[config.mk]
export PLATFORM = sky130hd
export DESIGN_NAME = uart_rx
export DESIGN_NICKNAME = d
export VERILOG_FILES = /design/src/rtl/uart_rx.sv
export SDC_FILE = /design/constraint.sdc
export NUM_CORES = 1
export LEC_CHECK = 0
export ABC_AREA = 0
export BUFFER_PORTS_ARGS = -buffer_cell sky130_fd_sc_hd__buf_2
export CAP_MARGIN = 10
export CORE_MARGIN = 3
export CORE_UTILIZATION = 60
export CTS_BUF_LIST = sky130_fd_sc_hd__clkbuf_4
export CTS_CLUSTER_DIAMETER = 40
export DETAILED_ROUTE_END_ITERATION = 7
export GPL_TIMING_DRIVEN = 0
export PLACE_DENSITY = 0.81
export SYNTH_ARGS = -nofsm -noshare
export SYNTH_HDL_FRONTEND = slang
export SYNTH_SLANG_ARGS = --single-unit
[constraint.sdc]
create_clock -name clk -period 2.3 [get_ports clk]
set_input_delay 0.46 -clock clk [delete_from_list [all_inputs] [get_ports clk]]
set_output_delay 0.46 -clock clk [all_outputs]
set_load 0.02 [all_outputs]
[src/rtl/uart_rx.sv]
// rtl/uart_rx.sv - UART receiver: oversampled deframer with one-entry valid/ready holding register.
// Optional define UART_RX_MAJORITY_EN: 2-of-3 majority bit decisions around each sample point.
module uart_rx #(
    parameter int SYNC_STAGES = 2,
    parameter int OSR_NORM    = 16,
    parameter int OSR_LOW     = 13
) (
    input  logic       clk,
    input  logic       rst,
    input  logic       bclk,
    input  logic       mode_osl,
    input  logic       rxd,
    input  logic [1:0] wls,
    input  logic       pen,
    input  logic       eps,
    input  logic       sp,
    output logic [7:0] rx_data,
    output logic       rx_pe,
    output logic       rx_fe,
    output logic       rx_bi,
    output logic       rx_valid,
    input  logic       rx_ready,
    output logic       rx_oe,
    output logic       rx_busy
);

`ifdef UART_RX_MAJORITY_EN
    localparam int MAJ = 1;
`else
    localparam int MAJ = 0;
`endif
    // The decision lands one tick late in majority mode; the bit-to-bit spacing stays OSR.
    localparam logic [4:0] START_N = 5'(OSR_NORM / 2 - 1 + MAJ);
    localparam logic [4:0] START_L = 5'(OSR_LOW / 2 - 1 + MAJ);
    localparam logic [4:0] FULL_N  = 5'(OSR_NORM - 1);
    localparam logic [4:0] FULL_L  = 5'(OSR_LOW - 1);

    typedef enum logic [2:0] {IDLE, START, DATA, PARITY, STOP, BRK_WAIT} state_t;

    state_t                 state_q;
    logic [SYNC_STAGES-1:0] sync_q;
    logic [4:0]             cnt_q;
    logic [2:0]             bit_cnt_q;
    logic [7:0]             shreg_q;
    logic                   any_one_q, par_err_q, done_q;
    logic                   osl_q, pen_q, eps_q, sp_q;
    logic [1:0]             wls_q;
    logic [7:0]             fr_data_q;
    logic                   fr_pe_q, fr_fe_q, fr_bi_q;
    logic [7:0]             rx_data_q;
    logic                   rx_pe_q, rx_fe_q, rx_bi_q, rx_valid_q, rx_oe_q;

    logic       rxd_s, bit_smp, exp_par, brk;
    logic [4:0] start_pt, full_pt;
    logic [7:0] data_aligned;

    assign rxd_s = sync_q[SYNC_STAGES-1];

`ifdef UART_RX_MAJORITY_EN
    logic [1:0] hist_q;
    always_ff @(posedge clk) begin
        if (rst)       hist_q <= 2'b11;
        else if (bclk) hist_q <= {hist_q[0], rxd_s};
    end
    assign bit_smp = (hist_q[1] & hist_q[0]) | (hist_q[1] & rxd_s) | (hist_q[0] & rxd_s);
`else
    assign bit_smp = rxd_s;
`endif

    always_comb begin
        start_pt     = osl_q ? START_L : START_N;
        full_pt      = osl_q ? FULL_L : FULL_N;
        // Bits enter at the top, so an N-bit word sits in [7:8-N]; ~wls_q equals 8-N.
        data_aligned = shreg_q >> (~wls_q);
        exp_par      = sp_q ? ~eps_q : (eps_q ? ^data_aligned : ~^data_aligned);
        brk          = ~bit_smp & ~any_one_q;
    end

    always_ff @(posedge clk) begin
        if (rst) begin
            sync_q    <= '1;
            state_q   <= IDLE;
            cnt_q     <= '0;
            bit_cnt_q <= '0;
            shreg_q   <= '0;
            any_one_q <= 1'b0;
            par_err_q <= 1'b0;
            done_q    <= 1'b0;
            osl_q     <= 1'b0;
            wls_q     <= 2'b00;
            pen_q     <= 1'b0;
            eps_q     <= 1'b0;
            sp_q      <= 1'b0;
            fr_data_q <= '0;
            fr_pe_q   <= 1'b0;
            fr_fe_q   <= 1'b0;
            fr_bi_q   <= 1'b0;
        end else begin
            sync_q <= {sync_q[SYNC_STAGES-2:0], rxd};
            done_q <= 1'b0;
            if (bclk) begin
                case (state_q)
                    IDLE: if (!rxd_s) begin
                        cnt_q   <= '0;
                        osl_q   <= mode_osl;
                        wls_q   <= wls;
                        pen_q   <= pen;
                        eps_q   <= eps;
                        sp_q    <= sp;
                        state_q <= START;
                    end
                    START: if (cnt_q == start_pt) begin
                        if (bit_smp) begin
                            state_q <= IDLE;
                        end else begin
                            cnt_q     <= '0;
                            bit_cnt_q <= '0;
                            any_one_q <= 1'b0;
                            par_err_q <= 1'b0;
                            state_q   <= DATA;
                        end
                    end else begin
                        cnt_q <= cnt_q + 5'd1;
                    end
                    DATA: if (cnt_q == full_pt) begin
                        cnt_q     <= '0;
                        shreg_q   <= {bit_smp, shreg_q[7:1]};
                        any_one_q <= any_one_q | bit_smp;
                        bit_cnt_q <= bit_cnt_q + 3'd1;
                        if (bit_cnt_q == {1'b1, wls_q})
                            state_q <= pen_q ? PARITY : STOP;
                    end else begin
                        cnt_q <= cnt_q + 5'd1;
                    end
                    PARITY: if (cnt_q == full_pt) begin
                        cnt_q     <= '0;
                        par_err_q <= bit_smp ^ exp_par;
                        any_one_q <= any_one_q | bit_smp;
                        state_q   <= STOP;
                    end else begin
                        cnt_q <= cnt_q + 5'd1;
                    end
                    STOP: if (cnt_q == full_pt) begin
                        cnt_q     <= '0;
                        done_q    <= 1'b1;
                        fr_fe_q   <= ~bit_smp;
                        fr_bi_q   <= brk;
                        fr_pe_q   <= par_err_q;
                        fr_data_q <= brk ? 8'h00 : data_aligned;
                        state_q   <= brk ? BRK_WAIT : IDLE;
                    end else begin
                        cnt_q <= cnt_q + 5'd1;
                    end
                    BRK_WAIT: if (rxd_s) state_q <= IDLE;
                    default: state_q <= IDLE;
                endcase
            end
        end
    end

    // Holding register: a completed frame either loads or, if the slot is still owned, overruns.
    always_ff @(posedge clk) begin
        if (rst) begin
            rx_data_q  <= '0;
            rx_pe_q    <= 1'b0;
            rx_fe_q    <= 1'b0;
            rx_bi_q    <= 1'b0;
            rx_valid_q <= 1'b0;
            rx_oe_q    <= 1'b0;
        end else begin
            rx_oe_q <= 1'b0;
            if (done_q) begin
                if (rx_valid_q && !rx_ready) begin
                    rx_oe_q <= 1'b1;
                end else begin
                    rx_data_q  <= fr_data_q;
                    rx_pe_q    <= fr_pe_q;
                    rx_fe_q    <= fr_fe_q;
                    rx_bi_q    <= fr_bi_q;
                    rx_valid_q <= 1'b1;
                end
            end else if (rx_valid_q && rx_ready) begin
                rx_valid_q <= 1'b0;
            end
        end
    end

    assign rx_data  = rx_data_q;
    assign rx_pe    = rx_pe_q;
    assign rx_fe    = rx_fe_q;
    assign rx_bi    = rx_bi_q;
    assign rx_valid = rx_valid_q;
    assign rx_oe    = rx_oe_q;
    assign rx_busy  = (state_q != IDLE);

endmodule

Word level (Yosys, flattened, before mapping)

Index checks and enable logic that the tools add are counted.

Add/sub/neg operators: 2
$mul: 0
Divide/modulo/power cells: 0
$lt $le $gt $ge: 0
Equality and inequality tests: 18
Shifts and indexed selects: 1
Mux-type cells: 35
Bitwise operators: 11
Reduce and logical (&&, ||, !) cells: 26

Operators by type and width:

| kind                                                            | count |
|---|---|
| 3-bit 2-to-1 mux                                                | 12 |
| 2-bit inequality test, second input constant                    | 9 |
| 3-bit one-hot mux with 6 select lines                           | 1 |
| 5-bit 2-to-1 mux                                                | 3 |
| 5-bit one-hot mux with 3 select lines                           | 1 |
| 5-bit AND reduction                                             | 3 |
| 1-bit 2-to-1 mux                                                | 11 |
| 3-bit AND reduction                                             | 3 |
| 8-bit 2-to-1 mux                                                | 1 |
| 8-bit AND reduction                                             | 1 |
| 2-bit nonzero test                                              | 4 |
| 8-bit XNOR reduction                                            | 1 |
| 8-bit XOR reduction                                             | 1 |
| 8-bit by 2-bit right shift with 8-bit output                    | 1 |
| 1-bit NOT                                                       | 7 |
| 3-bit by 2-bit == test with 1-bit output, second input constant | 2 |
| 3-bit == test, second input constant                            | 2 |
| 2-bit 2-to-1 mux                                                | 3 |
| 3-bit one-hot mux with 2 select lines                           | 1 |
| 2-bit AND reduction                                             | 3 |
| 3-bit nonzero test                                              | 2 |
| 3-bit OR reduction                                              | 2 |
| 5-bit by 1-bit adder with 5-bit output, second input constant   | 1 |
| 5-bit by 3-bit == test with 1-bit output                        | 1 |
| 14 further kinds                                                | 17 |

Bits in registers: 54
Latch bits: 0
Memory bits (writable): 0
Bits in read-only memories: 0
Input port bits: 11
Output and inout bits: 14
Word-level logic and storage cells: 116
Memories: 0

Longest topological paths before layout

Depth in word-level cells: 8
Depth in mapped cells: 8
Mapped depth without buffers: 6

Worst setup path after synthesis

Ideal clock, no wire load.

Path type: register to register
Start: register cnt_q[0]
End: register state_q[1]
Setup time: 0.071 ns
Arrival: 1.823 ns
Data required time: 2.229 ns
Slack: 0.406 ns
Stages on the path, launching flop included: 7
Buffers on the path: 0
Cells stage by stage: dfxtp_1 > or3b_1 > a21oi_2 > nand3b_2 > o311ai_4 > or4_1 > a21oi_1

Cells in the longest elaborated chain, start to end: 3
Elaborated cells between the ends (all ways): 7
Classes of those cells: eq/ne (6); reduce/logical (1)

RTL lines:

| what                                                                                                        | line | RTL |
|---|---|---|
| start, declared                                                                                             | 42   | `logic [4:0] cnt_q;` |
| start signal, assigned                                                                                      | 123  | `cnt_q <= cnt_q + 5'd1;` |
| start signal, assigned                                                                                      | 133  | `cnt_q <= cnt_q + 5'd1;` |
| start signal, assigned                                                                                      | 141  | `cnt_q <= cnt_q + 5'd1;` |
| 5-bit by 4-bit == test with 1-bit output / 5-bit by 3-bit == test with 1-bit output (equally long branches) | -    |  |
| 2-bit inequality test (no source line)                                                                      | -    |  |
| 8-bit AND reduction (no source line) *                                                                      | -    |  |
| end signal, assigned                                                                                        | 131  | `state_q <= pen_q ? PARITY : STOP;` |
| end signal, assigned                                                                                        | 150  | `state_q <= brk ? BRK_WAIT : IDLE;` |
| end, declared                                                                                               | 40   | `state_t state_q;` |

Mark *: on every way between the ends. The rest lies on a longest branch, timed or not.
A chain may end at the register's enable or synchronous reset.

Worst setup path after layout

Start: register cnt_q[0]
End: register state_q[0]

Same word-level chain as after synthesis.

==> run summary <==
YS warnings: 0
post-DR wirelength/cell: 14.55 um
delay-heaviest family, CP: simple AND/OR/NAND/NOR gates
vias in the first global route: 2,011
Util after Layout: 70.27%
fin crit share: 92.43%
Critical Path End Type: register
ranking of synthesized cells by area: dfxtp_1 41%, mux2i_1 14%, nor2_1 6.1%
Die Width: 71.89 um
Tightest Pin Transition: 0.7384 ns
max_cap viols: 0
Worst Path Arrival: 2.44 ns
Antenna diodes: 0
number of CTS-inserted buffers: 5
Syn Area/Cell: 9.077 um^2
Final ANT Viol Nets: 0
CP startpoint kind: register
Max Slew Vio Count: 0
Syn Std Cell Area: 2605 um^2
area leader, netlist: dfxtp_1
Worst Path Required: 2.62 ns
crit path time final: 2.126 ns
Final #Nets: 332
starting density of the core: 63.75%
Tot GR Track Use: 21.71%
DRC Markers: 0
# hold bufs at CTS: 0
Seq/Total Area, Yosys: 41.50%
worst-path fanout max: 9
power density over the cells: 557.2 nW/um^2
H-tree depth: 2
unrepaired setup endpoints after global routing: false
clock sinks: 54
Cell Chain, Critical Path: or3b_1 -> a21oi_2 -> nand3b_2 -> o311ai_4 -> or4_1 -> a21oi_1
leak pwr: 1.118 nW
Worst Path Buf+Inv: 0
First DRT Iteration DRCs: 162
Port Buf Inserts: 24
# rows: 23
largest net degree at the start of global routing: 17
async set-reset flop share out of synthesis: 0%
layout cells sized above 1: 14.69%
CTS tree: built
initial antenna violation count: 0
setup TNS: 0 ns
Post-Synthesis Cells: 287
maximum vdd ir drop: 337.0 uV
Vias: 2,204
Worst path slowest cell: or4_1
Final setup viols: 0
clk_skew: 0.005708 ns
DP HPWL: 3.939 mm
f_max: 0.4704 GHz
CP peak stage delay: 0.55 ns
first-pass GRT wire length: 9.114 mm
Worst Path Class, Setup: reg2reg
full die area: 5168 um^2
most frequent cells in the layout: 54 x dfxtp_1, 42 x nor2_1, 36 x mux2i_1
core area: 4086 um^2
die height: 71.89 um
share of the synthesized area in the top cell type: 41.50%
fill count: 333
Overflow after GRT: 0
Placer Congestion: 0.9226
Final Hold Fails: 0
outcome: finished clean
most common cell after layout, fill and taps aside: dfxtp_1
Slew headroom: 50.59%
Distinct cells, synth: 46
vias per cell: 5.957
DR pass1 iterations: 4
io pins: 25
Clock transition at path regs: 0.15 ns
CTS Buffer Depth: 2
top_reg_cell synth: dfxtp_1
Clk Latency, worst-skew pair: 0.38 ns
Area Growth Syn to Fin: 10.23%
number of enable flip-flop cells after synthesis: 0
routed wire length: 5.385 mm
Post-Syn Nets: 300
number of synthesized register bits: 54
Min-Delay Path Class: in2reg
CTS Root Cell: clkbuf_4
stage by stage:
stage               total power [W]  hold slack, ns  setup WS [ns]  cells  area, um^2
floorplan                  0.001132          0.3895         0.4065    287        2605
global placement           0.001182          0.3922         0.2060    361        2788
detailed placement         0.001188          0.4139         0.1523    361        2788
CTS                        0.001607          0.2467        0.09034    369        2846
global route               0.001656          0.2464        0.01454    370        2872
finish                     0.001600          0.2584         0.1742    370        2872
power by group:
part / internal [W] / switching [W] / total (W)
combinational: 0.0000761 / 0.000126 / 0.000202
sequential: 0.000949 / 0.0000199 / 0.000969
clock: 0.000133 / 0.000296 / 0.000429
total: 0.00116 / 0.000442 / 0.00160
synth_stat cells, types with 5 or more instances:
cell type  number
a31oi_1         7
inv_1           5
xnor2_1         8
mux2i_1        37
clkbuf_1       17
o21ai_0         9
a21oi_1        16
dfxtp_1        54
nor2_1         42
nand2_1        15
nand2b_1        6
nand3b_1        6
logic make-up (layout without fill, tap and decap cells):
family | after synthesis | after routing | synth area share (%)
AND/OR/NAND/NOR | 101 | 101 | 19.84
AO/OA/AOI/OAI | 56 | 56 | 15.13
flip-flops | 54 | 54 | 41.50
multiplexers | 38 | 38 | 14.65
buffers and inverters | 25 | 58 | 3.698
XOR/XNOR | 11 | 11 | 4.227
adder cells (fa/ha/maj) | 2 | 2 | 0.9605
area by class of cell:
| type | count | area, um^2 | share of cell area, % |
|---|---|---|---|
| clock buffers | 6 | 45.04 | 1.569 |
| clock inverters | 2 | 13.76 | 0.4793 |
| repair buffers | 27 | 142.6 | 4.967 |
| inverters | 5 | 18.77 | 0.6536 |
| plain buffers | 18 | 70.07 | 2.440 |
| multi-input cells | 208 | 1438 | 50.07 |
| flip-flops and latches | 54 | 1081 | 37.65 |
| well taps | 50 | 62.56 | 2.179 |
what timing repair did:
action                                  4_1_cts  5_1_grt
resized for setup                             0        2
endpoints found under the setup margin        0       12
setup buffers                                 0        3
metal layers:
layer  vias up  routed length [um]  global-route usage [%]
li1       1101                   -                       -
met1      1034                2603                   29.60
met2        59                2473                   35.00
met3        10                 246                   4.155
met4         0                  62                   6.681
met5         -                   0                       0
worst register-to-register path, cell delays in order (launching register included):
cell	delay, ns
dfxtp_1	0.40
or3b_1	0.43
a21oi_2	0.20
nand3b_2	0.18
o311ai_4	0.17
or4_1	0.55
a21oi_1	0.14
path summary, 6_finish.rpt:
path / from / end / slack [ns] / cells past startpoint
worst min-delay path: rxd / sync_q[0] / 0.26 / 2
worst min register to register: sync_q[0] / sync_q[1] / 0.44 / 1
worst max-delay path: cnt_q[0] / state_q[0] / 0.17 / 6
worst max register to register: cnt_q[0] / state_q[0] / 0.17 / 6
sequential cells by signal, indices dropped and copies added (netlist names):
register / flops
any_one_q: 1
bit_cnt_q: 3
cnt_q: 5
done_q: 1
eps_q: 1
fr_bi_q: 1
fr_data_q: 8
fr_fe_q: 1
fr_pe_q: 1
osl_q: 1
par_err_q: 1
pen_q: 1
rx_bi: 1
rx_data: 8
rx_fe: 1
rx_oe: 1
rx_pe: 1
rx_valid: 1
shreg_q: 8
sp_q: 1
state_q: 3
sync_q: 2
wls_q: 2
Note: power is estimated with default switching activity, not from simulation.
